$ cat src/rtl/seq_comparator_ctrl_if.sv
// Request/result bundle between a compare requester and seq_comparator_ctrl.
// The requester drives start and the operands; the sequencer returns status and result flags.
interface seq_comparator_ctrl_if #(
  parameter int WIDTH = 8
);
  logic             start;
  logic [WIDTH-1:0] a;
  logic [WIDTH-1:0] b;
  logic             busy;
  logic             done;
  logic             a_gt_b;
  logic             a_eq_b;
  logic             a_lt_b;

  modport master (
    output start, a, b,
    input  busy, done, a_gt_b, a_eq_b, a_lt_b
  );

  modport slave (
    input  start, a, b,
    output busy, done, a_gt_b, a_eq_b, a_lt_b
  );
endinterface

$ cat src/rtl/seq_comparator_ctrl.sv
// Multi-cycle unsigned magnitude compare, MSB-first, two bits per cycle,
// reusing one 2-bit greater/equal/less slice for every slice pair.
module cmp2_slice (
  input  logic [1:0] a,
  input  logic [1:0] b,
  output logic       gt,
  output logic       eq,
  output logic       lt
);
  assign gt = (a > b);
  assign eq = (a == b);
  assign lt = (a < b);
endmodule

// state   | meaning
// IDLE    | waiting for start; result flags hold the last outcome
// COMPARE | examining slice idx of the captured operands
// DONE    | one-cycle done pulse with the final flags
module seq_comparator_ctrl #(
  parameter int WIDTH      = 8,
  parameter int EARLY_EXIT = 1
) (
  input  logic                 clk,
  input  logic                 rst,
  seq_comparator_ctrl_if.slave bus
);
  localparam int NSLICE = WIDTH / 2;
  localparam int IDX_W  = (NSLICE > 1) ? $clog2(NSLICE) : 1;
  localparam logic [IDX_W-1:0] IDX_LAST = IDX_W'(NSLICE - 1);

  generate
    if ((WIDTH < 2) || ((WIDTH % 2) != 0)) begin : g_bad_width
      $error("seq_comparator_ctrl: WIDTH must be even and >= 2");
    end
  endgenerate

  typedef enum logic [1:0] {S_IDLE, S_COMPARE, S_DONE} state_t;

  state_t           state_q, state_d;
  logic [WIDTH-1:0] a_q, a_d, b_q, b_d;
  logic [IDX_W-1:0] idx_q, idx_d;
  logic             res_gt_q, res_gt_d, res_lt_q, res_lt_d;
  logic             gt_q, gt_d, eq_q, eq_d, lt_q, lt_d;

  logic [WIDTH-1:0] a_sh, b_sh;
  logic             slc_gt, slc_eq, slc_lt;
  logic             found, hit_gt, hit_lt;

  assign a_sh = a_q >> {idx_q, 1'b0};
  assign b_sh = b_q >> {idx_q, 1'b0};

  cmp2_slice u_slice (
    .a  (a_sh[1:0]),
    .b  (b_sh[1:0]),
    .gt (slc_gt),
    .eq (slc_eq),
    .lt (slc_lt)
  );

  // Only the most significant unequal slice decides; later slices cannot override it.
  assign found  = res_gt_q | res_lt_q;
  assign hit_gt = res_gt_q | (~found & slc_gt);
  assign hit_lt = res_lt_q | (~found & slc_lt);

  always_comb begin
    state_d  = state_q;
    a_d      = a_q;
    b_d      = b_q;
    idx_d    = idx_q;
    res_gt_d = res_gt_q;
    res_lt_d = res_lt_q;
    gt_d     = gt_q;
    eq_d     = eq_q;
    lt_d     = lt_q;
    case (state_q)
      S_IDLE: begin
        if (bus.start) begin
          a_d      = bus.a;
          b_d      = bus.b;
          idx_d    = IDX_LAST;
          res_gt_d = 1'b0;
          res_lt_d = 1'b0;
          gt_d     = 1'b0;
          eq_d     = 1'b0;
          lt_d     = 1'b0;
          state_d  = S_COMPARE;
        end
      end
      S_COMPARE: begin
        res_gt_d = hit_gt;
        res_lt_d = hit_lt;
        if ((idx_q == '0) || ((EARLY_EXIT != 0) && !slc_eq)) begin
          gt_d    = hit_gt;
          lt_d    = hit_lt;
          eq_d    = ~(hit_gt | hit_lt);
          state_d = S_DONE;
        end else begin
          idx_d = idx_q - 1'b1;
        end
      end
      S_DONE:  state_d = S_IDLE;
      default: state_d = S_IDLE;
    endcase
  end

  always_ff @(posedge clk) begin
    if (rst) begin
      state_q  <= S_IDLE;
      a_q      <= '0;
      b_q      <= '0;
      idx_q    <= '0;
      res_gt_q <= 1'b0;
      res_lt_q <= 1'b0;
      gt_q     <= 1'b0;
      eq_q     <= 1'b0;
      lt_q     <= 1'b0;
    end else begin
      state_q  <= state_d;
      a_q      <= a_d;
      b_q      <= b_d;
      idx_q    <= idx_d;
      res_gt_q <= res_gt_d;
      res_lt_q <= res_lt_d;
      gt_q     <= gt_d;
      eq_q     <= eq_d;
      lt_q     <= lt_d;
    end
  end

  assign bus.busy   = (state_q != S_IDLE);
  assign bus.done   = (state_q == S_DONE);
  assign bus.a_gt_b = gt_q;
  assign bus.a_eq_b = eq_q;
  assign bus.a_lt_b = lt_q;
endmodule

$ cat src/flat_wrapper.sv
// flat-port wrapper written by rule: the top's interface ports become plain ports
module seq_comparator_ctrl_flat 
#(
  parameter int WIDTH      = 8,
  parameter int EARLY_EXIT = 1
)
  (clk, rst, bus_start, bus_a, bus_b, bus_busy, bus_done, bus_a_gt_b, bus_a_eq_b, bus_a_lt_b);
  seq_comparator_ctrl_if #(.WIDTH(WIDTH)) bus_i ();
  input  logic clk;
  input  logic rst;
  input wire logic [$bits(bus_i.start)-1:0] bus_start;
  input wire logic [$bits(bus_i.a)-1:0] bus_a;
  input wire logic [$bits(bus_i.b)-1:0] bus_b;
  output wire logic [$bits(bus_i.busy)-1:0] bus_busy;
  output wire logic [$bits(bus_i.done)-1:0] bus_done;
  output wire logic [$bits(bus_i.a_gt_b)-1:0] bus_a_gt_b;
  output wire logic [$bits(bus_i.a_eq_b)-1:0] bus_a_eq_b;
  output wire logic [$bits(bus_i.a_lt_b)-1:0] bus_a_lt_b;
  assign bus_i.start = bus_start;
  assign bus_i.a = bus_a;
  assign bus_i.b = bus_b;
  assign bus_busy = bus_i.busy;
  assign bus_done = bus_i.done;
  assign bus_a_gt_b = bus_i.a_gt_b;
  assign bus_a_eq_b = bus_i.a_eq_b;
  assign bus_a_lt_b = bus_i.a_lt_b;
  seq_comparator_ctrl #(.WIDTH(WIDTH), .EARLY_EXIT(EARLY_EXIT)) u_core (.clk(clk), .rst(rst), .bus(bus_i));
endmodule
$ cat config.mk
export PLATFORM = sky130hd
export DESIGN_NAME = seq_comparator_ctrl_flat
export DESIGN_NICKNAME = d
export VERILOG_FILES = /design/src/rtl/seq_comparator_ctrl_if.sv /design/src/rtl/seq_comparator_ctrl.sv /design/src/flat_wrapper.sv
export SDC_FILE = /design/constraint.sdc
export NUM_CORES = 1
export LEC_CHECK = 0
export BUFFER_PORTS_ARGS = -buffer_cell sky130_fd_sc_hd__buf_2
export CAP_MARGIN = 10
export CORE_MARGIN = 5
export CORE_UTILIZATION = 45
export DETAILED_ROUTE_END_ITERATION = 8
export PLACE_DENSITY = 0.71
export RECOVER_POWER = 100
export SLEW_MARGIN = 15
export SYNTH_ARGS = -nofsm -noshare
export SYNTH_HDL_FRONTEND = slang
export SYNTH_SLANG_ARGS = --single-unit
$ cat constraint.sdc
create_clock -name clk -period 2.7 [get_ports clk]
set_clock_uncertainty 0.05 [all_clocks]
set_input_delay 0.135 -clock clk [delete_from_list [all_inputs] [get_ports clk]]
set_output_delay 0.135 -clock clk [all_outputs]
set_load 0.02 [all_outputs]
==> results.toml, run 1 <==
[outcome]
status = "finished, final reports clean"

[timing]
fin_crit_ns = 2.45
hold_worst_slack_ns = 0.0146
report.final.slew_viol_count = 0
final_clock_period_utilization_by_the_worst_path_pct = 90.8
totalNegativeSetupSlack_ns = 0
slew_headroom_pct = 50.5
final_hold_viol_count = 0
final_critical_path_setup_slack_ns = 0.249
max_freq_ghz = 0.408
grt_setup_unrepaired = "false"
report.final.setup_viol = 0
max_slew.worst_pin.slew_ns = 0.742

[global_route]
grt_antenna_before_repair = 0
grt_start_max_net_pins = 26
first_global_vias = 1007
globalRoute.totalOverflow = 0
grt_first_pass_wirelength_um = 4260
groute.usage.overall_pct = 15.6

[final_layout]
antenna-diode-count = 0
final_layout_size_suffix_gt1_share_pct = 24.2
final_cells = 195
finish.net_count = 188
num-fill-cells = 228
synthToLayoutAreaGrowth_pct = 22.2

[power_and_ir_drop]
p_switching_w = 0.000247
power.switching_fraction_pct = 30.9
clkPwrFrac_pct = 20.2
power.density_cell_area_nw_per_um2 = 554
p_seq_share_pct = 53.7
vdd.ir_drop.worst_mv = 0.409
comb_power_share_pct = 26.1
power_report.internal_total_w = 0.000552
leakage_nw = 0.586

[critical_path]
endpoint_kind = "register"
critical_path.reg2reg.endpoint = "u_core.bus.a_eq_b$_SDFFE_PP0P_"
worst-r2r-setup-slack_ns = 0.25
ff2ff_path_depth = 6
crit_path_start_kind = "register"
timing.critical_path.fanout_max = 6
launch_point_of_the_worst_path = "u_core.idx_q[0]$_SDFFE_PP0P_"
arrival_ns = 2.60
cp_slowest_stage_delay_ns = 0.54
reg2reg_from = "u_core.idx_q[0]$_SDFFE_PP0P_"
cell_chain_critical_path = "mux4_2 -> ha_1 -> and4b_1 -> nor3_1 -> mux2i_1 -> nor2_1"
critPathCapture = "u_core.bus.a_eq_b$_SDFFE_PP0P_"
criticalPathCategory = "reg -> reg"
cp_data_required_time_ns = 2.85
critPathSlowestCell = "mux4_2"

[job]
drv_cap = 0

[placed_design]
numPortBuffers = 23
dp_hpwl_um = 1770
place.detailed.instances = 177
dpl_worst_slack_ns = 0.430
gp_congestion = 0.713

[yosys]
post_synth.cell_area_avg_um2 = 8.94
synth_largest_type_area_fraction_pct = 42.4
synth_area_um2 = 1180
synthesis.yosys.warnings = 0
postSynth.topFlopCell = "dfxtp_1"
yosys.cell_types.count = 31
synth.yosys.seq_area_share_pct = 42.4
postSynthCellCount = 132
post_synth_main_area_contributors = "dfxtp_1 42%, a21oi_1 8.1%, mux4_2 7.6%"
ys_seq_elements = 25
most_frequently_used_cell_type_in_the_post_synthesis_netlist = "dfxtp_1"
netlist_top_cells_count = "25 x dfxtp_1, 24 x nand2_1, 19 x a21oi_1"
synth_edf_count = 0
postSynthNetCount = 154
postSynth.asyncResetShare_pct = 0
cell_type_with_the_largest_total_area_after_synthesis = "dfxtp_1"

[route]
vias_per_cell = 4.95
ant_nets = 0
drt_pass1_iterations = 4
postRouteWirelength_um = 2440
dr_total_vias = 965
routed_wire_length_per_instance_um = 12.5
drt_iter0_markers = 4
post-route-drc-count = 0

[floorplan]
dieArea_um2 = 3750
floorplan.core_area_um2 = 2500
placement_rows = 18
die_y_um = 61.2
die_x_um = 61.2
floorplan.initialDensity_pct = 47.2
boundaryPins = 24

[cts]
cts_tree = "done"
deepest_clock_path_buffer_count = 2
clock-sinks = 25
clock_tree.htree_level_count = 1
clk_pin_slew_ns = 0.13
clockRootBuffer = "clkbuf_4"
cts_inserted_buffers = 3
clkLatencyLatePin_ns = 0.31

[hold_path]
worst_hold_path_class = "in -> reg"
==> registers in the layout, summed over array words and instances, names as in the netlist <==
signal and count:
u_core.bus.a_gt_b 1, u_core.a_q 8, u_core.state_q 2, u_core.res_gt_q 1, u_core.bus.a_eq_b 1, u_core.bus.a_lt_b 1, u_core.idx_q 2, u_core.res_lt_q 1
u_core.b_q 8
==> metal layers <==
| metal | up-vias | part of all wire (%) | track usage [%] |
|---|---|---|---|
| li1 | 510 | - | - |
| met1 | 442 | 41 | 16.2 |
| met2 | 11 | 55 | 29.0 |
| met3 | 2 | 3.1 | 3.56 |
| met4 | 0 | 0.66 | 7.74 |
| met5 | - | 0 | 0 |
==> kinds of logic after synthesis <==
logic type	count (synthesis)	share of synthesized area [%]
mux	5	8.48
fa+ha+maj	3	3.18
buf+inv	16	6.15
flops	25	42.4
simple gates	57	27.3
compound gates	26	12.5
==> critical path: cells and delay by family, from the launching register on <==
family | cells | cell delay (ns)
adder cells (fa/ha/maj) | 1 | 0.35
flip-flops | 1 | 0.49
multiplexers | 2 | 0.78
AND/OR/NAND/NOR | 3 | 0.67
==> cell type report <==
type / instances / area, um^2 / share of cell area [%]
Sequential cell: 25 / 500 / 34.7
Inverter: 8 / 30.0 / 2.08
Clock buffer: 3 / 22.5 / 1.56
Tap cell: 30 / 37.5 / 2.60
Multi-Input combinational cell: 91 / 597 / 41.4
Clock inverter: 1 / 5.00 / 0.347
Timing Repair Buffer: 37 / 249 / 17.3
==> power groups by stage <==
stage	clock network, W	logic, W	registers (W)
after CTS	0.000172	0.000213	0.000430
after detailed placement	0	0.000197	0.000438
after floorplan	0	0.000163	0.000428
after global routing	0.000188	0.000234	0.000435
after global placement	0	0.000188	0.000437
final	0.000162	0.000208	0.000429
==> layout by cell type, fill, tap and decap left out, types with 3 or more instances in the layout <==
cell type	instances
dfxtp_1	25
clkbuf_4	3
dlygate4sd3_1	14
a21oi_1	19
ha_1	3
nand2_1	24
nor3_1	3
nand2_2	10
nor2b_1	4
mux4_2	4
nor2_1	7
inv_1	8
clkbuf_1	5
buf_2	18
==> worst min path at each step <==
stage	end	slack (ns)	cells after the start	start
floorplan	u_core.a_q[1]$_SDFFE_PP0P_	0.22	2	bus_a[1]
global placement	u_core.b_q[2]$_SDFFE_PP0P_	0.33	3	bus_b[2]
detailed placement	u_core.b_q[3]$_SDFFE_PP0P_	0.33	3	bus_b[3]
CTS	u_core.a_q[4]$_SDFFE_PP0P_	0.01	3	bus_a[4]
global route	u_core.b_q[4]$_SDFFE_PP0P_	0.01	3	bus_b[4]
finish	u_core.a_q[4]$_SDFFE_PP0P_	0.01	3	bus_a[4]
==> stage by stage <==
step / utilization (%) / instance area [um^2] / total power [W]
2_1_floorplan: - / 1180 / 0.000590
3_3_place_gp: 51.6 / 1290 / 0.000624
3_5_place_dp: 51.6 / 1290 / 0.000635
5_1_grt: 57.7 / 1440 / 0.000856
4_1_cts: 58.3 / 1460 / 0.000814
6_report: 57.7 / 1440 / 0.000799
==> what timing repair did <==
item                      in CTS  in global routing
gates resized for setup        0                  0
hold buffers                  14                  0
hold endpoints to repair      14                  0
buffers inserted               0                  0
Power figures use the tool's default switching activity.
==> run 2: changes to the inputs <==
--- a/config.mk
+++ b/config.mk
@@ -12,6 +12,7 @@
 export DETAILED_ROUTE_END_ITERATION = 8
 export PLACE_DENSITY = 0.71
 export RECOVER_POWER = 100
+export SETUP_SLACK_MARGIN = 0.3
 export SLEW_MARGIN = 15
 export SYNTH_ARGS = -nofsm -noshare
 export SYNTH_HDL_FRONTEND = slang
==> run 2 against run 1 <==
Effect of this change: via count is 0.10% lower; worst setup slack barely moved; power barely moved; non-clock buffer count stayed put; largest cell class unchanged; critical path type unchanged.
==> results.toml, run 2 (synthesis results as in run 1) <==
[route]
ant_nets = 0
drt_iter0_markers = 4
vias_per_cell = 4.94
post-route-drc-count = 0
routed_wire_length_per_instance_um = 12.5
drt_pass1_iterations = 4
dr_total_vias = 964
postRouteWirelength_um = 2440

[global_route]
grt_first_pass_wirelength_um = 4260
grt_antenna_before_repair = 0
globalRoute.totalOverflow = 0
first_global_vias = 1007
groute.usage.overall_pct = 15.6
grt_start_max_net_pins = 26

[final_layout]
area.sequential_um2 = 502
synthToLayoutAreaGrowth_pct = 22.3
final_layout_size_suffix_gt1_share_pct = 24.8
finish.net_count = 188
num-fill-cells = 227
total_area_of_multi_input_combinational_cells_um2 = 597
top_library_cells_by_usage_in_the_layout_fill_and_taps_aside = "24 x nand2_1, 24 x dfxtp_1, 19 x a21oi_1"
top_regs = "u_core.a_q: 8 flops, u_core.b_q: 8 flops"
antenna-diode-count = 0

[job]
drv_cap = 0

[timing]
report.final.slew_viol_count = 0
hold_worst_slack_ns = 0.0147
final_hold_viol_count = 0
slew_headroom_pct = 50.5
final_clock_period_utilization_by_the_worst_path_pct = 90.8
max_slew.worst_pin.slew_ns = 0.742
totalNegativeSetupSlack_ns = 0
grt_setup_unrepaired = "false"
fin_crit_ns = 2.45
report.final.setup_viol = 0
max_freq_ghz = 0.408

[hold_path]
min-delay-start = "bus_a[4]"
timing.hold.worst_endpoint = "u_core.a_q[4]$_SDFFE_PP0P_"
worst_hold_path_class = "in -> reg"
hold-path-cell-count = 3

[cts]
cts_setup_buffers = 0
clock-sinks = 25
clkLatencyLatePin_ns = 0.31
clock_tree.htree_level_count = 1
clk_pin_slew_ns = 0.13
cts_tree = "done"
clockRootBuffer = "clkbuf_4"
cts_inserted_buffers = 3
deepest_clock_path_buffer_count = 2

[floorplan]
die_y_um = 61.2
placement_rows = 18
floorplan.core_area_um2 = 2500
die_x_um = 61.2
floorplan.initialDensity_pct = 47.2
dieArea_um2 = 3750
boundaryPins = 24

[critical_path]
arrival_ns = 2.60
criticalPathCategory = "reg -> reg"
launch_point_of_the_worst_path = "u_core.idx_q[0]$_SDFFE_PP0P_"
timing.critical_path.fanout_max = 6
reg2reg_from = "u_core.idx_q[0]$_SDFFE_PP0P_"
endpoint_kind = "register"
ff2ff_path_depth = 6
crit_path_start_kind = "register"
critical_path.reg2reg.endpoint = "u_core.bus.a_eq_b$_SDFFE_PP0P_"
cp_data_required_time_ns = 2.85
worst-r2r-setup-slack_ns = 0.25

[power_and_ir_drop]
power.density_cell_area_nw_per_um2 = 554
leakage_nw = 0.586
vdd.ir_drop.worst_mv = 0.409

[placed_design]
numPortBuffers = 23
gp_congestion = 0.713
dp_hpwl_um = 1770

[outcome]
status = "finished, final reports clean"
==> run 2: layout make-up <==
| cell class | count | area share (%) |
|---|---|---|
| multi-input combinational | 91 | 41.4 |
| clock inverter | 1 | 0.347 |
| sequential | 25 | 34.8 |
| timing repair buffer | 37 | 17.3 |
| tap | 30 | 2.60 |
| clock buffer | 3 | 1.56 |
| inverter | 8 | 2.08 |
==> run 2: per-layer routing <==
metal	wire, um	vias to the layer above	part of all wire, %	GRT usage (%)
met4	16	0	0.66	7.74
met5	0	-	0	0
met2	1330	11	55	29.0
li1	-	510	-	-
met1	1010	441	42	16.2
met3	76	2	3.1	3.56
==> run 2: power by group <==
group | switching [W] | internal (W) | total [W] | leakage, nW
Combinational | 0.000110 | 0.0000982 | 0.000208 | 0.363
Sequential | 0.0000305 | 0.000399 | 0.000430 | 0.205
Clock | 0.000106 | 0.0000553 | 0.000162 | 0.0177
Total | 0.000247 | 0.000553 | 0.000800 | 0.586
==> run 2: how the worst max path moves through the flow <==
| stage | end | slack (ns) | depth (start not counted) |
|---|---|---|---|
| after floorplan | u_core.bus.a_eq_b$_SDFFE_PP0P_ | 0.48 | 7 |
| after global placement | u_core.bus.a_eq_b$_SDFFE_PP0P_ | 0.51 | 6 |
| after detailed placement | u_core.bus.a_eq_b$_SDFFE_PP0P_ | 0.43 | 6 |
| after CTS | u_core.bus.a_eq_b$_SDFFE_PP0P_ | 0.41 | 6 |
| after global routing | u_core.bus.a_eq_b$_SDFFE_PP0P_ | 0.18 | 6 |
| final | u_core.bus.a_eq_b$_SDFFE_PP0P_ | 0.25 | 6 |
==> run 2: metrics by stage <==
stage               total power (W)  cell area [um^2]  instances  worst slack [ns]  util, %
floorplan                  0.000590              1180        132             0.479        -
global placement           0.000624              1290        177             0.510     51.6
detailed placement         0.000635              1290        177             0.430     51.6
CTS                        0.000814              1460        195             0.409     58.3
global route               0.000856              1440        195             0.183     57.7
finish                     0.000800              1440        195             0.250     57.7
==> run 2: repair_timing <==
action / CTS / global route
gates resized for setup: 0 / 1
hold endpoints to repair: 14 / 0
hold buffers: 14 / 0
endpoints found under the setup margin: 0 / 1
==> run 2: critical path, cell delays in order (launching register included) <==
cell,delay (ns)
dfxtp_1,0.49
mux4_2,0.54
ha_1,0.35
and4b_1,0.21
nor3_1,0.41
mux2i_1,0.24
nor2_1,0.05
==> run 3: changes to the inputs <==
--- a/config.mk
+++ b/config.mk
@@ -8,9 +8,9 @@
 export BUFFER_PORTS_ARGS = -buffer_cell sky130_fd_sc_hd__buf_2
 export CAP_MARGIN = 10
 export CORE_MARGIN = 5
-export CORE_UTILIZATION = 45
+export CORE_UTILIZATION = 53
 export DETAILED_ROUTE_END_ITERATION = 8
-export PLACE_DENSITY = 0.71
+export PLACE_DENSITY = 0.81
 export RECOVER_POWER = 100
 export SETUP_SLACK_MARGIN = 0.3
 export SLEW_MARGIN = 15
==> run 3 against run 2 <==
Effect of this change: cell area grew 0.78%; via count up 3.5%; largest cell class unchanged; power grew 0.69%; hold slack lost 0.015 ns; wire length is 0.78% higher; critical path type unchanged.
==> results.toml, run 3 (synthesis results as in run 1) <==
[global_route]
groute.usage.overall_pct = 16.1
grt_first_pass_wirelength_um = 4280
globalRoute.totalOverflow = 0
first_global_vias = 1013
grt_start_max_net_pins = 26
grt_antenna_before_repair = 0

[final_layout]
top_regs = "u_core.a_q: 8 flops, u_core.b_q: 8 flops"
finish.net_count = 189
top_library_cells_by_usage_in_the_layout_fill_and_taps_aside = "24 x nand2_1, 24 x dfxtp_1, 19 x a21oi_1"
antenna-diode-count = 0
final_cells = 194
final_layout_size_suffix_gt1_share_pct = 24.7
synthToLayoutAreaGrowth_pct = 23.2

[critical_path]
arrival_ns = 2.46
critPathSlowestCell = "mux4_2"
cp_data_required_time_ns = 2.86
endpoint_kind = "register"
worstPathBufferInverterCount = 0
crit_path_start_kind = "register"
cell_chain_critical_path = "mux4_2 -> ha_1 -> and4b_1 -> nor3_2 -> mux2i_1 -> nor2_1"
criticalPathCategory = "reg -> reg"
worst_path_dominant_cell_family = "multiplexers"
timing.critical_path.fanout_max = 6
cp_slowest_stage_delay_ns = 0.54

[timing]
hold_worst_slack_ns = 0.000129
final_hold_viol_count = 0
max_slew.worst_pin.slew_ns = 0.733
totalNegativeSetupSlack_ns = 0
report.final.setup_viol = 0
fin_crit_ns = 2.31
grt_setup_unrepaired = "false"
slew_headroom_pct = 51.2
report.final.slew_viol_count = 0
max_freq_ghz = 0.434
final_critical_path_setup_slack_ns = 0.394
final_clock_period_utilization_by_the_worst_path_pct = 85.4

[route]
drt_pass1_iterations = 4
drt_iter0_markers = 13
vias_per_cell = 5.14
dr_total_vias = 998
routed_wire_length_per_instance_um = 12.7
post-route-drc-count = 0
postRouteWirelength_um = 2460
ant_nets = 0

[cts]
clock-sinks = 25
clk_pin_slew_ns = 0.13
clockRootBuffer = "clkbuf_4"
deepest_clock_path_buffer_count = 2
clock_tree.htree_level_count = 1
cts_tree = "done"
clkLatencyLatePin_ns = 0.31
cts_setup_buffers = 0
cts_inserted_buffers = 3

[placed_design]
place.detailed.instances = 175
dp_hpwl_um = 1750
dpl_worst_slack_ns = 0.434
numPortBuffers = 23
gp_congestion = 0.789

[floorplan]
die_x_um = 57.2
die_y_um = 57.2
floorplan.initialDensity_pct = 54.4
floorplan.core_area_um2 = 2170
dieArea_um2 = 3270
boundaryPins = 24
placement_rows = 17

[power_and_ir_drop]
vdd.ir_drop.worst_mv = 0.417
power.total_w = 0.000805
leakage_nw = 0.590
power.density_cell_area_nw_per_um2 = 554

[job]
drv_cap = 0

[hold_path]
worst_hold_path_class = "in -> reg"

[outcome]
status = "finished, final reports clean"
-- run 3: changes by cell type in the layout (fill, tap and decap cells not counted), sizes merged --
cell and delta:
clkbuf +1, dlygate4sd3 +1, clkinv -1
-- run 3: final timing paths --
check	start	end	slack, ns	cells past startpoint
setup reg to reg	u_core.idx_q[0]$_SDFFE_PP0P_	u_core.bus.a_eq_b$_SDFFE_PP0P_	0.39	6
hold reg to reg	u_core.a_q[6]$_SDFFE_PP0P_	u_core.a_q[6]$_SDFFE_PP0P_	0.42	2
setup / recovery	u_core.idx_q[0]$_SDFFE_PP0P_	u_core.bus.a_eq_b$_SDFFE_PP0P_	0.39	6
hold / removal	bus_b[2]	u_core.b_q[2]$_SDFFE_PP0P_	0.0001	3
-- run 3: what timing repair did --
action                                  in CTS  in global routing
endpoints found under the setup margin       0                  2
hold endpoints to repair                    14                  1
resized for setup                            0                  2
hold buffers                                14                  1
-- run 3: tightest hold or removal path: cells and delay by family --
family | cells | cell delay [ns]
AOI/OAI and AO/OA | 1 | 0.05
buffers and inverters | 1 | 0.10
and+or+nand+nor | 1 | 0.05
-- run 3: per-layer routing --
layer	GRT usage, %	vias up	wire length [um]
met5	0	-	0
met4	2.98	0	21
met3	3.39	5	78
met2	29.7	16	1310
met1	19.3	471	1050
li1	-	506	-
-- run 3: layout make-up --
type,count,area [um^2]
flip-flops and latches,25,502
inverters,8,30.0
well taps,28,35.0
multi-input cells,91,602
repair buffers,38,259
fillers,193,716
clock buffers,4,26.3
-- run 3: where the power goes --
| group | internal [W] | leakage, nW | switching, W |
|---|---|---|---|
| clock network | 0.0000578 | 0.0150 | 0.000107 |
| logic | 0.0000995 | 0.369 | 0.000110 |
| registers | 0.000399 | 0.205 | 0.0000315 |
| total | 0.000557 | 0.590 | 0.000249 |
-- run 3: metrics by stage --
stage | utilization, % | instance area, um^2
finish | 67.0 | 1450
global route | 67.0 | 1450
CTS | 67.0 | 1450
detailed placement | 59.3 | 1290
global placement | 59.3 | 1290
floorplan | - | 1180
